===== config.mk =====
export PLATFORM = sky130hd
export DESIGN_NAME = lcd_hex_writer
export DESIGN_NICKNAME = d
export VERILOG_FILES = /design/src/rtl/lcd_hex_writer.sv
export SDC_FILE = /design/constraint.sdc
export NUM_CORES = 1
export LEC_CHECK = 0
export ABC_CLOCK_PERIOD_IN_PS = 1800
export CAP_MARGIN = 0
export CORE_MARGIN = 4
export CORE_UTILIZATION = 25
export DETAILED_ROUTE_END_ITERATION = 8
export GPL_ROUTABILITY_DRIVEN = 0
export GPL_TIMING_DRIVEN = 0
export PLACE_DENSITY = 0.51
export SYNTH_ARGS = -nofsm -noshare
export SYNTH_HDL_FRONTEND = slang
export SYNTH_SLANG_ARGS = --single-unit

===== constraint.sdc =====
create_clock -name clk -period 1.8 [get_ports clk]
set_input_delay 0.36 -clock clk [delete_from_list [all_inputs] [get_ports clk]]
set_output_delay 0.36 -clock clk [all_outputs]
set_load 0.02 [all_outputs]

===== src/rtl/lcd_hex_writer.sv =====
// lcd_hex_writer: turns a latched binary value into ASCII hex characters and
// writes them, one strobe per character, into the LCD character buffer via
// the LcdController writeEnable/location/data interface.
//
// Optional build macro: LCD_HEX_WRITER_BLANK_EN
//   defined   -> leading zero nibbles are written as spaces (8'h20); the least
//                significant digit is always printed. Strobe count and timing
//                are unchanged.
//   undefined -> every digit is printed literally ("0000").
module lcd_hex_writer #(
  parameter int DIGITS    = 4,
  parameter int WRITE_GAP = 2
) (
  input  logic                  clk,
  input  logic                  reset,
  input  logic                  start,
  input  logic [4*DIGITS-1:0]   value,
  input  logic [4:0]            baseLocation,
  output logic                  busy,
  output logic                  done,
  output logic                  writeEnable,
  output logic [4:0]            location,
  output logic [7:0]            data
);

  localparam int VW = 4 * DIGITS;
  localparam int IW = (DIGITS > 1) ? $clog2(DIGITS) : 1;
  localparam int GW = (WRITE_GAP > 1) ? $clog2(WRITE_GAP) : 1;
  localparam logic [IW-1:0] LAST_IDX = IW'(DIGITS - 1);
  localparam logic [GW-1:0] LAST_GAP = GW'((WRITE_GAP > 0) ? WRITE_GAP - 1 : 0);
  localparam bit            HAS_GAP  = (WRITE_GAP > 0);

  typedef enum logic [1:0] {S_IDLE, S_WRITE, S_GAP, S_DONE} state_t;

  state_t          r_state;
  logic [IW-1:0]   r_idx;
  logic [GW-1:0]   r_gap;
  // Remaining digits, most significant nibble at the top; shifted left by one
  // nibble each time a digit is consumed so the next digit is always on top.
  logic [VW-1:0]   r_shift;
  logic            r_busy;
  logic            r_done;
  logic            r_we;
  logic [4:0]      r_loc;
  logic [7:0]      r_data;

  logic [3:0]      w_first_nib;
  logic [3:0]      w_next_nib;
  logic [IW-1:0]   w_next_idx;
  logic            w_idx_last;
  logic            w_adv;
  logic [7:0]      w_first_char;
  logic [7:0]      w_next_char;

  function automatic logic [7:0] hex_ascii(input logic [3:0] n);
    return (n < 4'd10) ? (8'h30 + {4'h0, n}) : (8'h37 + {4'h0, n});
  endfunction

  assign w_first_nib = value[VW-1 -: 4];
  assign w_next_nib  = r_shift[VW-1 -: 4];
  assign w_next_idx  = r_idx + IW'(1);
  assign w_idx_last  = (r_idx == LAST_IDX);

  // Move on to the next digit (or finish) after a strobe with no gap, or at
  // the end of the last gap cycle.
  assign w_adv = ((r_state == S_WRITE) && !HAS_GAP) ||
                 ((r_state == S_GAP) && (r_gap == LAST_GAP));

`ifdef LCD_HEX_WRITER_BLANK_EN
  // r_lead stays set while every digit written so far has been zero.
  logic r_lead;
  logic w_next_last;
  assign w_next_last  = (w_next_idx == LAST_IDX);
  assign w_first_char = ((w_first_nib == 4'h0) && (DIGITS > 1)) ? 8'h20
                                                               : hex_ascii(w_first_nib);
  assign w_next_char  = (r_lead && (w_next_nib == 4'h0) && !w_next_last) ? 8'h20
                                                                        : hex_ascii(w_next_nib);
`else
  assign w_first_char = hex_ascii(w_first_nib);
  assign w_next_char  = hex_ascii(w_next_nib);
`endif

  // Sequencer: accepts a start, strobes each digit, paces with gap cycles and
  // pulses done; all outputs are registered.
  always_ff @(posedge clk or posedge reset) begin
    if (reset) begin
      r_state <= S_IDLE;
      r_idx   <= '0;
      r_gap   <= '0;
      r_shift <= '0;
      r_busy  <= 1'b0;
      r_done  <= 1'b0;
      r_we    <= 1'b0;
      r_loc   <= '0;
      r_data  <= '0;
`ifdef LCD_HEX_WRITER_BLANK_EN
      r_lead  <= 1'b0;
`endif
    end else begin
      r_done <= 1'b0;
      case (r_state)
        // DONE behaves like IDLE for acceptance, so a start in the done cycle
        // launches the next sequence without a bubble.
        S_IDLE, S_DONE: begin
          r_state <= S_IDLE;
          r_busy  <= 1'b0;
          r_we    <= 1'b0;
          if (start) begin
            r_state <= S_WRITE;
            r_busy  <= 1'b1;
            r_we    <= 1'b1;
            r_idx   <= '0;
            r_gap   <= '0;
            r_shift <= value << 4;
            r_loc   <= baseLocation;
            r_data  <= w_first_char;
`ifdef LCD_HEX_WRITER_BLANK_EN
            r_lead  <= (w_first_nib == 4'h0);
`endif
          end
        end
        S_WRITE: begin
          if (HAS_GAP) begin
            r_state <= S_GAP;
            r_we    <= 1'b0;
            r_gap   <= '0;
          end
        end
        S_GAP: begin
          if (!w_adv) r_gap <= r_gap + GW'(1);
        end
        default: r_state <= S_IDLE;
      endcase

      if (w_adv) begin
        r_gap <= '0;
        if (w_idx_last) begin
          r_state <= S_DONE;
          r_we    <= 1'b0;
          r_busy  <= 1'b0;
          r_done  <= 1'b1;
        end else begin
          r_state <= S_WRITE;
          r_we    <= 1'b1;
          r_idx   <= w_next_idx;
          r_loc   <= r_loc + 5'd1;
          r_data  <= w_next_char;
          r_shift <= r_shift << 4;
`ifdef LCD_HEX_WRITER_BLANK_EN
          r_lead  <= r_lead && (w_next_nib == 4'h0);
`endif
        end
      end
    end
  end

  assign busy        = r_busy;
  assign done        = r_done;
  assign writeEnable = r_we;
  assign location    = r_loc;
  assign data        = r_data;

endmodule


==> results of run 1 <==
cell usage after synthesis:
master     n  area, um^2
nand3b_1   2        15.0
buf_4      4        30.0
ha_1       6        75.1
nand4_1    3        18.8
nand3_1    5        25.0
and2_1     2        12.5
nor2b_1    2        12.5
nor4b_1    1        8.76
and3b_1    1        8.76
nor2_1    20        75.1
buf_2      1        5.00
mux2i_1    1        10.0
xnor2_1    2        17.5
a21o_1     1        7.51
nand2_2    1        6.26
o21ai_1    4        20.0
nand2_1   38         143
o211ai_1   2        15.0
o21a_1     1        7.51
and3_1     6        37.5
a211oi_1   3        22.5
inv_1     10        37.5
clkbuf_1   4        15.0
nor3_1     2        10.0
dfrtp_1   37         926
o21ai_0   13        65.1
o22ai_1    2        12.5
buf_6      1        11.3
a21oi_1   13        65.1
a31oi_1   15        93.8
buf_1      1        3.75
power breakdown:
part / switching (uW) / internal, uW / total (uW)
Combinational: 1030 / 821 / 1850
Clock: 328 / 275 / 603
Sequential: 263 / 1170 / 1440
Total: 1620 / 2270 / 3890
cell families after synthesis:
kind of cell | after synthesis | share of synthesized area
AO/OA/AOI/OAI | 54 | 0.170
XOR/XNOR | 2 | 0.00966
adder cells (fa/ha/maj) | 6 | 0.0414
buffers and inverters | 21 | 0.0566
flip-flops | 37 | 0.511
multiplexers | 1 | 0.00552
AND/OR/NAND/NOR | 83 | 0.206
repair_timing:
action | in CTS | in global routing
resized for setup | 1 | 6
endpoints found under the setup margin | 8 | 8
endpoints found under the hold margin | 0 | 0
cells in the final DEF (no fill, tap or decap), drive strengths merged, types with 5 or more instances in the layout:
master / netlist / final
and3: 6 / 6
nor2: 20 / 20
nand3: 5 / 5
dfrtp: 37 / 37
a21oi: 13 / 13
clkbuf: 4 / 9
inv: 10 / 11
ha: 6 / 6
o21ai: 17 / 17
nand2: 39 / 39
buf: 7 / 7
a31oi: 15 / 15
clkdlybuf4s50: 0 / 37
cell type report:
cell class	instances	area, um^2	share of cell area
Buffer	11	68.8	0.0284
Clock buffer	5	68.8	0.0284
Clock inverter	3	21.3	0.00878
Inverter	10	37.5	0.0155
Multi-Input combinational cell	146	785	0.324
Sequential cell	37	926	0.382
Tap cell	96	120	0.0496
Timing Repair Buffer	39	395	0.163
state kept, by name, indices dropped and copies added (netlist names):
register / cells
r_shift: 16
data: 8
location: 5
r_idx: 2
r_state: 2
busy: 1
done: 1
r_gap: 1
writeEnable: 1
through the flow:
stage | area [um^2] | cells | hold slack (ns)
floorplan | 1810 | 204 | 0.468
global placement | 2320 | 339 | 0.490
detailed placement | 2320 | 339 | 0.496
CTS | 2410 | 347 | 0.518
global route | 2420 | 347 | 0.537
finish | 2420 | 347 | 0.508
path summary, 6_finish.rpt:
path,from,end,slack (ns),depth (start not counted)
max,location[1],location[1],0.09,1
min,location[4],location[4],0.51,1
max reg2reg,r_state[0],writeEnable,0.17,7
min reg2reg,location[4],location[4],0.51,1
max in group asynchronous,reset,data[3],0.75,2
min in group asynchronous,reset,data[7],0.53,2
per-layer routing:
metal	track usage	up-vias	part of all wire
met5	0	-	0
met4	0.0354	0	0.016
met3	0.0338	9	0.052
met2	0.173	40	0.45
met1	0.152	752	0.48
li1	-	790	-
==> impl_metrics.csv, run 1 <==
group,metric,value,unit
setup_path,slowest_delay,0.63,ns
placement,dp_hpwl,3330,um
flow_run,cap_violations,0,
floorplanning,fp.dieArea,8680,um^2
clock_network,path_clk_slew,0.09,ns
global_route,grt_antenna_before_repair,0,
timing,final_hold_viol_count,0,
global_route,grt_pass1_vias,1537,
clock_network,numClockSinks,37,
clock_network,htree_levels,2,
setup_path,cp_max_fo,5,
global_route,grt_max_degree,38,
routing,ant_nets,0,
setup_path,crit_type,"register to output port",
timing,finalCriticalPeriod,1.71,ns
synthesis,seq_area_frac_synth,0.511,
timing,drv_slew,0,
cells_and_area,drive_gt1_frac,0.0757,
floorplanning,die_height,93.2,um
routing,wl_per_cell,13.8,um
routing,viasPerCell,4.59,
synthesis,yosysUniqueCellTypes,31,
timing,setup-violations-final,0,
timing,worst_slew_pin_slew,0.808,ns
clock_network,tritoncts,"done",
setup_path,setup.worst_path.end_class,"output port",
synthesis,synthCells,204,
min_path,hold_class,"register to register",
timing,slew_headroom,0.461,
setup_path,critPathSlowestCell,"clkdlybuf4s50_1",
clock_network,cts_buffers,5,
global_route,grt_pass1_wl,7660,um
timing,max_freq,0.585,GHz
timing,rsz0062_at_grt,"no",
cells_and_area,finalCoreUtilization,0.351,
setup_path,cp_cell_sequence,"clkdlybuf4s50_1",
clock_network,post_cts_buffers,0,
cells_and_area,fillers,746,
synthesis,syn_area,1810,um^2
setup_path,start_kind,"register",
setup_path,cp.arrival,1.35,ns
setup_path,crit_buf_inv,1,
clock_network,cts_root_buf,"clkbuf_8",
cells_and_area,fin_nets,280,
routing,drc,0,
setup_path,cp_top_family,"buffers and inverters",
synthesis,synth_warnings,0,
timing,finalSetupTns,0,ns
synthesis,syn_area_per_cell,8.89,um^2
floorplanning,placementRows,30,
floorplanning,ios,40,
synthesis,ys_ff_latch,37,
routing,drtIter0Drc,89,
routing,first_pass_iters,4,
routing,num_vias,1591,
placement,io_buffers,39,
floorplanning,fp.coreArea,6910,um^2
floorplanning,start_util,0.263,
clock_network,cts_buffer_depth,2,
placement,place_ws,-0.0970,ns
global_route,grt_util_all_layers,0.113,
pwr,p_per_area,1610,nW/um^2
outcome,outcome,"finished, final reports clean",
pwr,vdd_drop_max,0.515,mV
setup_path,required,1.44,ns
routing,drt_wl_total,4800,um
pwr,p_leak,0.00110,uW
clock_network,insertion_delay,0.30,ns
cells_and_area,synthToLayoutAreaGrowth,33.6,%
timing,period_share,0.950,
floorplanning,die-width,93.2,um
synthesis,synthesis.nets,234,
timing,finClkSkew,0.0155,ns
clock_network,holdBufCountCts,0,
pwr,p_total,3890,uW
timing,layout_setup_ws,0.0904,ns
cells_and_area,diodes,0,
global_route,grt_overflow,0,
(Power assumes the default switching activity.)
==> run 2: changes to the inputs <==
- CORE_UTILIZATION: 25 -> 50
- PLACE_DENSITY: 0.51 -> 0.77
==> run 2 against run 1 <==
  * Wire length decreased by 14%
  * Global-route usage grew 9.0 points
  * Sequential power barely moved
  * First-iteration DRC count increased by 17%
  * Total power is 5.5% lower
  * Largest cell class unchanged
  * Largest power group unchanged
==> impl_metrics.csv, run 2 (synthesis results as in run 1) <==
group,metric,value,unit
routing,drt_wl_total,4110,um
timing,finalCriticalPeriod,1.68,ns
setup_path,slowest_delay,0.61,ns
cells_and_area,largest_register_ffs,16,
clock_network,tritoncts,"done",
setup_path,reg2reg_depth,7,
clock_network,post_cts_buffers,0,
cells_and_area,synthToLayoutAreaGrowth,28.2,%
clock_network,htree_levels,2,
cells_and_area,largest-register,"r_shift",
routing,num_vias,1603,
timing,slew_headroom,0.491,
global_route,grt_overflow,0,
setup_path,crit_start,"location[4]",
setup_path,required,1.44,ns
cells_and_area,diodes,0,
timing,period_share,0.932,
flow_run,cap_violations,0,
cells_and_area,fin_cells,296,
floorplanning,fp.coreArea,3420,um^2
cells_and_area,finalInstanceArea,2320,um^2
cells_and_area,drive_gt1_frac,0.0640,
timing,worst_slew_pin_slew,0.762,ns
routing,ant_nets,0,
setup_path,critPathSlowestCell,"clkdlybuf4s50_1",
setup_path,cp_max_fo,3,
setup_path,r2r_end,"writeEnable",
pwr,p_total,3680,uW
routing,wl_per_cell,13.9,um
routing,drc,0,
global_route,grt_max_degree,38,
timing,finClkSkew,0.00708,ns
cells_and_area,fillers,298,
setup_path,crit_type,"register to output port",
cells_and_area,finalCoreUtilization,0.681,
setup_path,cp-endpoint,"location[4]",
routing,drtIter0Drc,104,
floorplanning,placementRows,21,
setup_path,r2r-start,"r_state[0]",
timing,setup-violations-final,0,
setup_path,cp_cell_sequence,"clkdlybuf4s50_1",
cells_and_area,multi_input_area,785,um^2
clock_network,cts_buffer_depth,2,
global_route,grt_pass1_vias,1538,
setup_path,cp.depth,1,
clock_network,cts_root_buf,"clkbuf_4",
floorplanning,die_height,68.2,um
routing,first_pass_iters,4,
routing,viasPerCell,5.42,
cells_and_area,fin_nets,280,
setup_path,cp.arrival,1.32,ns
cells_and_area,final_common_cell,"nand2_1",
global_route,grt_util_all_layers,0.203,
placement,dp_cells,289,
global_route,grt_antenna_before_repair,0,
clock_network,insertion_delay,0.33,ns
placement,io_buffers,39,
setup_path,r2r_slack,0.15,ns
cells_and_area,most-common-layout-cells,"nand2_1, dfrtp_1, clkdlybuf4s50_1",
setup_path,setup.worst_path.end_class,"output port",
clock_network,path_clk_slew,0.10,ns
pwr,p_leak,0.00110,uW
placement,place_area,2260,um^2
setup_path,cp_top_family,"buffers and inverters",
global_route,grt_pass1_wl,7010,um
min_path,hold_class,"primary input to async pin",
clock_network,holdBufCountCts,0,
floorplanning,start_util,0.531,
setup_path,start_kind,"register",
clock_network,numClockSinks,37,
pwr,p_per_area,1580,nW/um^2
cells_and_area,seq_area,926,um^2
timing,rsz0062_at_grt,"no",
clock_network,cts_buffers,5,
timing,max_freq,0.596,GHz
timing,final_hold_viol_count,0,
floorplanning,die-width,68.2,um
floorplanning,fp.dieArea,4650,um^2
setup_path,crit_buf_inv,1,
timing,drv_slew,0,
placement,dp_hpwl,2900,um
outcome,outcome,"finished, final reports clean",
floorplanning,ios,40,
pwr,vdd_drop_max,0.765,mV
run 2: cell types whose count changed in the layout (fill, tap and decap cells not counted), sizes merged:
cell           change
clkbuf             +2
inv                -1
dlygate4sd2        +1
dlymetal6s2s       +1
clkdlybuf4s50      -2
clkinv             -1
clkinvlp           -1
run 2: how the worst min path moves through the flow:
stage / to / slack, ns / cells after the start
2_1_floorplan: r_idx[0] / 0.47 / 1
3_3_place_gp: r_idx[1] / 0.48 / 2
3_5_place_dp: r_shift[0] / 0.50 / 1
4_1_cts: r_shift[4] / 0.49 / 2
5_1_grt: location[4] / 0.52 / 1
6_report: r_shift[4] / 0.48 / 2
run 2: repair_timing:
action	4_1_cts	5_1_grt
pin swaps	0	0
setup endpoints to repair	2	6
resized for setup	2	5
run 2: metal layers:
metal  track usage  part of all wire
met3        0.0394             0.054
met5             0                 0
met1         0.270              0.46
met2         0.329              0.48
met4        0.0744            0.0046
run 2: power by group:
group          switching (uW)  leakage [uW]  internal [uW]
Sequential                260      0.000462           1170
Clock                     253     0.0000314            185
Combinational            1000      0.000605            809
run 2: metrics by stage:
| step | hold slack (ns) | setup TNS, ns | setup WS, ns |
|---|---|---|---|
| global route | 0.524 | 0 | 0.0131 |
| finish | 0.483 | 0 | 0.122 |
| CTS | 0.486 | 0 | 0.0102 |
| global placement | 0.484 | -7.57 | -0.205 |
| floorplan | 0.468 | 0 | 0.308 |
| detailed placement | 0.496 | -0.191 | -0.0546 |
run 2: cell type report:
type                    instances  share of cell area
flip-flops and latches         37               0.398
multi-input cells             146               0.337
repair buffers                 39               0.171
plain buffers                  11              0.0291
well taps                      46              0.0248
clock buffers                   7              0.0237
inverters                      10              0.0161
